==> src/rtl/smart_home_ctrl_p.sv <==
// rtl/smart_home_ctrl_p.sv - priority-driven smart-home controller FSM
// Optional temperature hysteresis band enabled by macro SMART_HOME_HYST_EN.
module smart_home_ctrl_p #(
  parameter int NW        = 4,
  parameter int TW        = 7,
  parameter int T_LOW     = 50,
  parameter int T_HIGH    = 70,
  parameter int HYST      = 2,
  parameter int DOOR_HOLD = 8,
  parameter int ALARM_CLR = 4
) (
  input  logic          Clk,
  input  logic          Rst,
  input  logic          SFD,
  input  logic          SRD,
  input  logic          SFA,
  input  logic [NW-1:0] SW,
  input  logic [TW-1:0] ST,
  output logic          fdoor,
  output logic          rdoor,
  output logic          winbuzz,
  output logic          alarmbuzz,
  output logic          heater,
  output logic          cooler,
  output logic [2:0]    win_idx,
  output logic [2:0]    display
);

  localparam logic [2:0] S_IDLE   = 3'd0;
  localparam logic [2:0] S_FDOOR  = 3'd1;
  localparam logic [2:0] S_RDOOR  = 3'd2;
  localparam logic [2:0] S_WINDOW = 3'd3;
  localparam logic [2:0] S_ALARM  = 3'd4;
  localparam logic [2:0] S_HEAT   = 3'd5;
  localparam logic [2:0] S_COOL   = 3'd6;

`ifdef SMART_HOME_HYST_EN
  localparam int LP_BAND = HYST;
`else
  localparam int LP_BAND = HYST * 0;
`endif

  // One extra bit so threshold arithmetic never wraps against ST.
  localparam logic [TW:0] LP_HEAT_IN   = (TW+1)'(T_LOW);
  localparam logic [TW:0] LP_HEAT_HOLD = (TW+1)'(T_LOW + LP_BAND);
  localparam logic [TW:0] LP_COOL_IN   = (TW+1)'(T_HIGH);
  localparam logic [TW:0] LP_COOL_HOLD = (TW+1)'(T_HIGH - LP_BAND);
  localparam logic [7:0]  LP_HOLD      = 8'(DOOR_HOLD);
  localparam logic [7:0]  LP_ACLR      = 8'(ALARM_CLR);

  logic [2:0] r_state;
  logic [7:0] r_hold;
  logic [7:0] r_aclr;
  logic       r_fdoor, r_rdoor, r_winbuzz, r_alarmbuzz, r_heater, r_cooler;
  logic [2:0] r_win_idx;

  logic [2:0]  w_next;
  logic [7:0]  w_hold_nxt;
  logic [7:0]  w_aclr_nxt;
  logic [TW:0] w_st;
  logic [2:0]  w_low;
  logic        w_fdoor, w_rdoor, w_winbuzz, w_alarmbuzz, w_heater, w_cooler;
  logic [2:0]  w_win_idx;

  assign w_st = {1'b0, ST};

  always_comb begin
    w_low = 3'd0;
    for (int i = NW - 1; i >= 0; i--) begin
      if (SW[i]) w_low = 3'(i);
    end
  end

  always_ff @(posedge Clk) begin
    if (!Rst) begin
      r_state     <= S_IDLE;
      r_hold      <= 8'd0;
      r_aclr      <= 8'd0;
      r_fdoor     <= 1'b0;
      r_rdoor     <= 1'b0;
      r_winbuzz   <= 1'b0;
      r_alarmbuzz <= 1'b0;
      r_heater    <= 1'b0;
      r_cooler    <= 1'b0;
      r_win_idx   <= 3'd0;
    end else begin
      r_state     <= w_next;
      r_hold      <= w_hold_nxt;
      r_aclr      <= w_aclr_nxt;
      r_fdoor     <= w_fdoor;
      r_rdoor     <= w_rdoor;
      r_winbuzz   <= w_winbuzz;
      r_alarmbuzz <= w_alarmbuzz;
      r_heater    <= w_heater;
      r_cooler    <= w_cooler;
      r_win_idx   <= w_win_idx;
    end
  end

  // Hold terms only apply while already in HEAT/COOL, so any return from a
  // higher-priority state sees the entry thresholds alone.
  always_comb begin
    w_next     = S_IDLE;
    w_hold_nxt = 8'd0;
    w_aclr_nxt = 8'd0;
    if (r_state > S_COOL) begin
      w_next = S_IDLE;
    end else if (SFA) begin
      w_next = S_ALARM;
    end else if (r_state == S_ALARM && (r_aclr + 8'd1) < LP_ACLR) begin
      w_next     = S_ALARM;
      w_aclr_nxt = r_aclr + 8'd1;
    end else if (SFD) begin
      w_next     = S_FDOOR;
      w_hold_nxt = LP_HOLD;
    end else if (r_state == S_FDOOR && r_hold != 8'd0) begin
      w_next     = S_FDOOR;
      w_hold_nxt = r_hold - 8'd1;
    end else if (SRD) begin
      w_next = S_RDOOR;
    end else if (|SW) begin
      w_next = S_WINDOW;
    end else if (w_st < LP_HEAT_IN || (r_state == S_HEAT && w_st < LP_HEAT_HOLD)) begin
      w_next = S_HEAT;
    end else if (w_st > LP_COOL_IN || (r_state == S_COOL && w_st > LP_COOL_HOLD)) begin
      w_next = S_COOL;
    end
  end

  always_comb begin
    w_fdoor     = (w_next == S_FDOOR);
    w_rdoor     = (w_next == S_RDOOR);
    w_winbuzz   = (w_next == S_WINDOW);
    w_alarmbuzz = (w_next == S_ALARM);
    w_heater    = (w_next == S_HEAT);
    w_cooler    = (w_next == S_COOL);
    w_win_idx   = (w_next == S_WINDOW) ? w_low : 3'd0;
  end

  assign fdoor     = r_fdoor;
  assign rdoor     = r_rdoor;
  assign winbuzz   = r_winbuzz;
  assign alarmbuzz = r_alarmbuzz;
  assign heater    = r_heater;
  assign cooler    = r_cooler;
  assign win_idx   = r_win_idx;
  assign display   = r_state;

endmodule

==> config.mk <==
export PLATFORM = sky130hd
export DESIGN_NAME = smart_home_ctrl_p
export DESIGN_NICKNAME = d
export VERILOG_FILES = /design/src/rtl/smart_home_ctrl_p.sv
export SDC_FILE = /design/constraint.sdc
export NUM_CORES = 1
export LEC_CHECK = 0
export CAP_MARGIN = 0
export CORE_ASPECT_RATIO = 1.1
export CORE_UTILIZATION = 42
export CTS_BUF_LIST = sky130_fd_sc_hd__clkbuf_4 sky130_fd_sc_hd__clkbuf_8 sky130_fd_sc_hd__clkbuf_16
export DETAILED_ROUTE_END_ITERATION = 6
export PLACE_DENSITY = 0.74
export SLEW_MARGIN = 20
export SYNTH_ARGS = -nofsm -noshare
export SYNTH_HDL_FRONTEND = slang
export SYNTH_SLANG_ARGS = --single-unit
==> constraint.sdc <==
create_clock -name Clk -period 2.8 [get_ports Clk]
set_input_delay 0.28 -clock Clk [delete_from_list [all_inputs] [get_ports Clk]]
set_output_delay 0.28 -clock Clk [all_outputs]
set_load 0.01 [all_outputs]
---- Word-level counts from Yosys, hierarchy flattened ----
Index checks and enable logic that the tools add are counted.
operators by class
  order comparisons ....................... 4
  reduce and logical (&&, ||, !) cells .... 14
  $add $sub $neg .......................... 2
  muxes and demuxes ....................... 14
  equality and inequality tests ........... 10
  bitwise gates (word level) .............. 4
operators by type and width
  kind                 count
  $mux 3               9
  $eq 3x3->1 const B   6
  $reduce_or 4->1      4
  $add 8x1->8 const B  1
  $lt 8x3->1 const B   1
  $mux 4               2
  $reduce_bool 8->1    1
  $sub 8x1->8 const B  1
  $gt 7x7->1 const B   1
  $lt 7x6->1 const B   1
  $eq 3x1->1 const B   2
  $eq 3x2->1 const B   2
  $reduce_or 6->1      1
  $reduce_or 5->1      1
  $logic_and 1x1->1    4
  $mux 2               2
  $not 1->1            4
  $gt 3x3->1 const B   1
  $reduce_or 3->1      1
  $logic_or 1x1->1     2
  $mux 1               1
word-level totals
  input bits .............................. 16
  flip-flop bits (word level) ............. 28

---- Longest topological paths before layout ----
  depth in word-level cells ............... 15
  mapped depth ............................ 8
  depth with buffers taken out ............ 8

---- Worst setup path before layout ----
No wires, ideal clock.
  path type ............................... register -> register
  start ................................... register r_hold[0]
  end ..................................... register r_win_idx[0] (netlist: win_idx[0])
  arrival ................................. 2.143 ns
  slack ................................... 0.584 ns
  required time ........................... 2.727 ns
  path buffers ............................ 0
  period minus slack after synthesis ...... 2.216 ns
  stages on the path, launching flop included .. 8
  cell sequence ........................... dfxtp_1 inv_1 ha_1 or4b_4 o41a_1 or2_4 or3_4 nor3_2
between the ends
  word-level cells in the longest chain between the ends .. 10
RTL lines
  element                    RTL line  text
  start, declared            52        logic [7:0] r_hold;
  start signal, assigned     88        r_hold <= w_hold_nxt;
  $reduce_bool 8->1          116       end else if (r_state == S_FDOOR && r_hold != 8'd0) begin
  $logic_and 1x1->1          116
  $mux 3                     116
  $mux 3                     113       end else if (SFD) begin
  $mux 3                     110       end else if (r_state == S_ALARM && (r_aclr + 8'd1) < LP_ACLR) begin
  $mux 3                     108       end else if (SFA) begin
  $mux 3                     106       if (r_state > S_COOL) begin
  $eq 3x2->1                 137       w_win_idx = (w_next == S_WINDOW) ? w_low : 3'd0;
  $not 1->1 (no line)        --
  $reduce_or 3->1 (no line)  --
  end signal, assigned       96        r_win_idx <= w_win_idx;
  end, declared              55        logic [2:0] r_win_idx;
Every way passes these cells.
A chain may end at the register's enable or synchronous reset.

---- Worst setup path after layout ----
  start ................................... register r_hold[0]
  end ..................................... register r_cooler (netlist: cooler)
between the ends
  word-level cells in the longest chain between the ends .. 8
RTL lines
  element               RTL line  text
  $reduce_bool 8->1     116
  $logic_and 1x1->1     116
  $mux 3                116
  $mux 3                113
  $mux 3                110
  $mux 3                108
  $mux 3                106
  $eq 3x3->1            136       w_cooler = (w_next == S_COOL);
  end signal, assigned  95        r_cooler <= w_cooler;
  end, declared         54        logic r_fdoor, r_rdoor, r_winbuzz, r_alarmbuzz, r_heater, r_cooler;
Every way passes these cells.

==> impl_results.md <==
- Max Buffers Root-to-Sink: 2
- Detail Placement HPWL: about 1700 um
- Clk pwr share: between 20% and 30%
- Clock Sinks: 27
- Largest net degree at the start of global routing: 15
- Area growth syn-to-layout: 30.4%
- Final wirelength: 2130 um
- Clock-pin slew on the worst setup and hold paths: 0.13 ns
- Placed Cells: 181
- Fillcell total: 244
- CP arrival: 2.71 ns
- Final hold vios: 0
- CTS Buf Count: 3
- Critical path required time: 3.06 ns
- Die Wd: 51.2 um
- Worst setup EP type: flip-flop
- CTS tree: done
- Share of layout cells above drive strength 1: 9.09%
- Switch Pwr: 144 uW
- Number of global-route vias before repair: 880
- Critical-path top delay cell: or4b_4
- Top Ports: 28
- Lkg Pwr: 0.580 nW
- Status: completed
- Gr ovfl total: 0
- Critical path peak fanout: 6
- Gp weighted congestion: between 0.8 and 0.9
- Placed Instance Area: 0.00143 sq mm
- Routed wl met3: 66 um
- Final period util: 87.3%
- Overall routing resource usage: 16.6%
- Pins over their slew limit: 0
- Later-pin clock latency in the skew report: 0.31 ns
- Reg2Reg Launch Point: r_hold[0]
- Worst hold path type: flip-flop to flip-flop
- Final TNS setup: 0 ns
- Drt pass-1 iters: 4
- Hold Buf Count CTS: 0
- Yosys warns: 0
- First-pass GRT wire length: 3660 um
- Pwr/cell area: 443 mW/mm^2
- # DRC: 0
- Sequential area share after synthesis: 48.3%
- Die area: 0.00288 sq mm
- Post-layout min period: about 2.4 ns
- Root Buffer: clkbuf_4
- Synth Cell Area: 0.00112 sq mm
- Cell-internal power: 504 uW
- Syn Inst Count: 120
- CTS H-tree depth: 1
- Post-Layout Inst Area: 0.00146 sq mm
- Initial antenna violation count: 0
- RSZ-0062 raised after global routing: false
- Reg power frac: 62.3%
- Post-Route Skew: 0.00612 ns
- Comb power frac: around an eighth
- Synth unique cells: 41
- Final #Nets: between 150 and 200
- Max Cap Viol: 0
- Critical path class: flip-flop to flip-flop
- Post-synthesis register bit count: 27
- Critical Path Start: r_hold[0]
- Wire per inst: approximately 12 um
- Sw frac: 22.2%
- Diodes inserted: 0
- Worst Setup Start Kind: flip-flop
- CTS resizes: 0
- Rows: 19
- Top sig layer: met4
- CP bufs+invs: 1
- Avg Cell Area, Syn: 9.33 sq um
- Starting DRC count in detailed routing: 26
- Worst path cell trace: inv_1 -> ha_1 -> or4b_4 -> o41a_1 -> nor2_1 -> o2111a_1 -> o31a_2 -> and4_2
- Peak VDD IR: 0.000420 V
- Met2 wire length: around 1100 um
- Top delay family on crit path: simple AND/OR/NAND/NOR gates
- Vias/cell: roughly 5.2
- Final setup violation count: 0
- Headroom to the max-slew limit: 62.3%
- F_max: ~400 MHz
- Met1 Routed Length: about 960 um
- Worst-margin pin slew: ~0.56 ns
- Crit-path max cell delay: 0.49 ns
- Routed via count: around 960
- Core ar.: 0.00252 sq mm
- ANT nets after route: 0
- Min-delay src: r_hold[0]
- Post-CTS Setup Repair Bufs: 0
- Non-filler cells, final: between 150 and 200
- Initial Utilization: 44.4%
- Port-buffer cells: 26
- Die Y: between 50 and 60 um
## metrics by stage
stage	total power [mW]	setup slack (ns)	hold WS, ns	utilization (%)
4_1_cts	0.655	0.364	0.467	57.9
6_report	0.647	0.355	0.459	57.9
2_1_floorplan	0.447	0.584	0.350	-
3_3_place_gp	0.486	0.395	0.430	56.8
5_1_grt	0.680	0.217	0.488	57.9
3_5_place_dp	0.489	0.400	0.440	56.8
## cell families after synthesis
| logic type | Yosys count | share of synthesized area [%] |
|---|---|---|
| adder cells (fa/ha/maj) | 2 | 2.23 |
| buffers and inverters | 7 | 2.68 |
| AO/OA/AOI/OAI | 19 | 12.8 |
| XOR/XNOR | 6 | 4.69 |
| other | 1 | 0.335 |
| multiplexers | 1 | 0.894 |
| AND/OR/NAND/NOR | 57 | 28.0 |
| flip-flops | 27 | 48.3 |
## area by class of cell
class	instances	area, sq um	share of cell area, %
Multi-Input combinational cell	92	572	39.2
Sequential cell	27	541	37.0
Timing Repair Buffer	26	260	17.8
Tap cell	31	38.8	2.66
Clock buffer	4	30.0	2.06
Inverter	5	18.8	1.29
## sequential cells by signal, indices dropped and copies added, names as in the netlist
name,flops
cooler,1
rdoor,1
display,3
alarmbuzz,1
fdoor,1
r_hold,8
winbuzz,1
win_idx,2
r_aclr,8
heater,1
## layout by cell type, fill, tap and decap left out, drive strengths merged
cell type and n:
o211a 1, or3b 1, nor3 4, xor2 1, nor2 17, mux2i 1
or4b 1, and2 2, conb 7, o41a 1, inv 5, o31a 1
nand2b 1, a21bo 1, a311o 1, clkdlybuf4s50 26, nand3 6, ha 2
and4 2, clkbuf 4, xnor2 5, a31oi 2, o21ai 1, o21bai 1
a21boi 1, nand2 10, nor3b 2, o31ai 1, a21oi 5, nor4 5
or2 2, a211oi 1, dfxtp 27, o2111a 1, o311ai 1, nand4 3
or3 1
## per-layer routing
layer,GRT usage (%),vias up
li1,-,494
met1,20.1,441
met2,28.2,17
met3,3.28,4
met4,6.95,0
met5,0,-
## worst paths after layout
path	end	depth (start not counted)	slack [ns]
max reg2reg	cooler	8	0.36
min reg2reg	r_hold[0]	1	0.46
max	cooler	8	0.36
min	r_hold[0]	1	0.46
## power by group through the flow
stage	registers, mW	logic, mW	clock network (mW)
after floorplan	0.413	0.0345	0
after global placement	0.412	0.0746	0
after detailed placement	0.412	0.0767	0
after CTS	0.404	0.0768	0.175
after global routing	0.405	0.0850	0.190
final	0.404	0.0769	0.167
## worst reg2reg max path: stages (launching register included)
cell      delay, ns
dfxtp_1        0.35
inv_1          0.07
ha_1           0.19
or4b_4         0.49
o41a_1         0.37
nor2_1         0.28
o2111a_1       0.26
o31a_2         0.18
and4_2         0.21
## Yosys cell counts, drive strengths merged
cell type   n  area, sq um
a211oi      1         7.51
a21bo       1         10.0
a21boi      1         7.51
a21oi       5         25.0
a311o       1         10.0
a31oi       2         12.5
and2        2         12.5
and4        2         18.8
buf         1         7.51
clkbuf      1         3.75
conb        1         3.75
dfxtp      27          541
ha          2         25.0
inv         5         18.8
mux2i       1         10.0
nand2      10         37.5
nand2b      1         6.26
nand3       6         30.0
nand4       3         18.8
nor2       17         63.8
nor3        4         25.0
nor3b       2         15.0
nor4        5         37.5
o2111a      1         11.3
o211a       1         10.0
o21ai       1         5.00
o21bai      1         7.51
o311ai      1         8.76
o31a        1         10.0
o31ai       1         7.51
o41a        1         11.3
or2         2         15.0
or3         1         11.3
or3b        1         8.76
or4b        1         13.8
xnor2       5         43.8
xor2        1         8.76
Note: power is estimated with default switching activity, not from simulation.
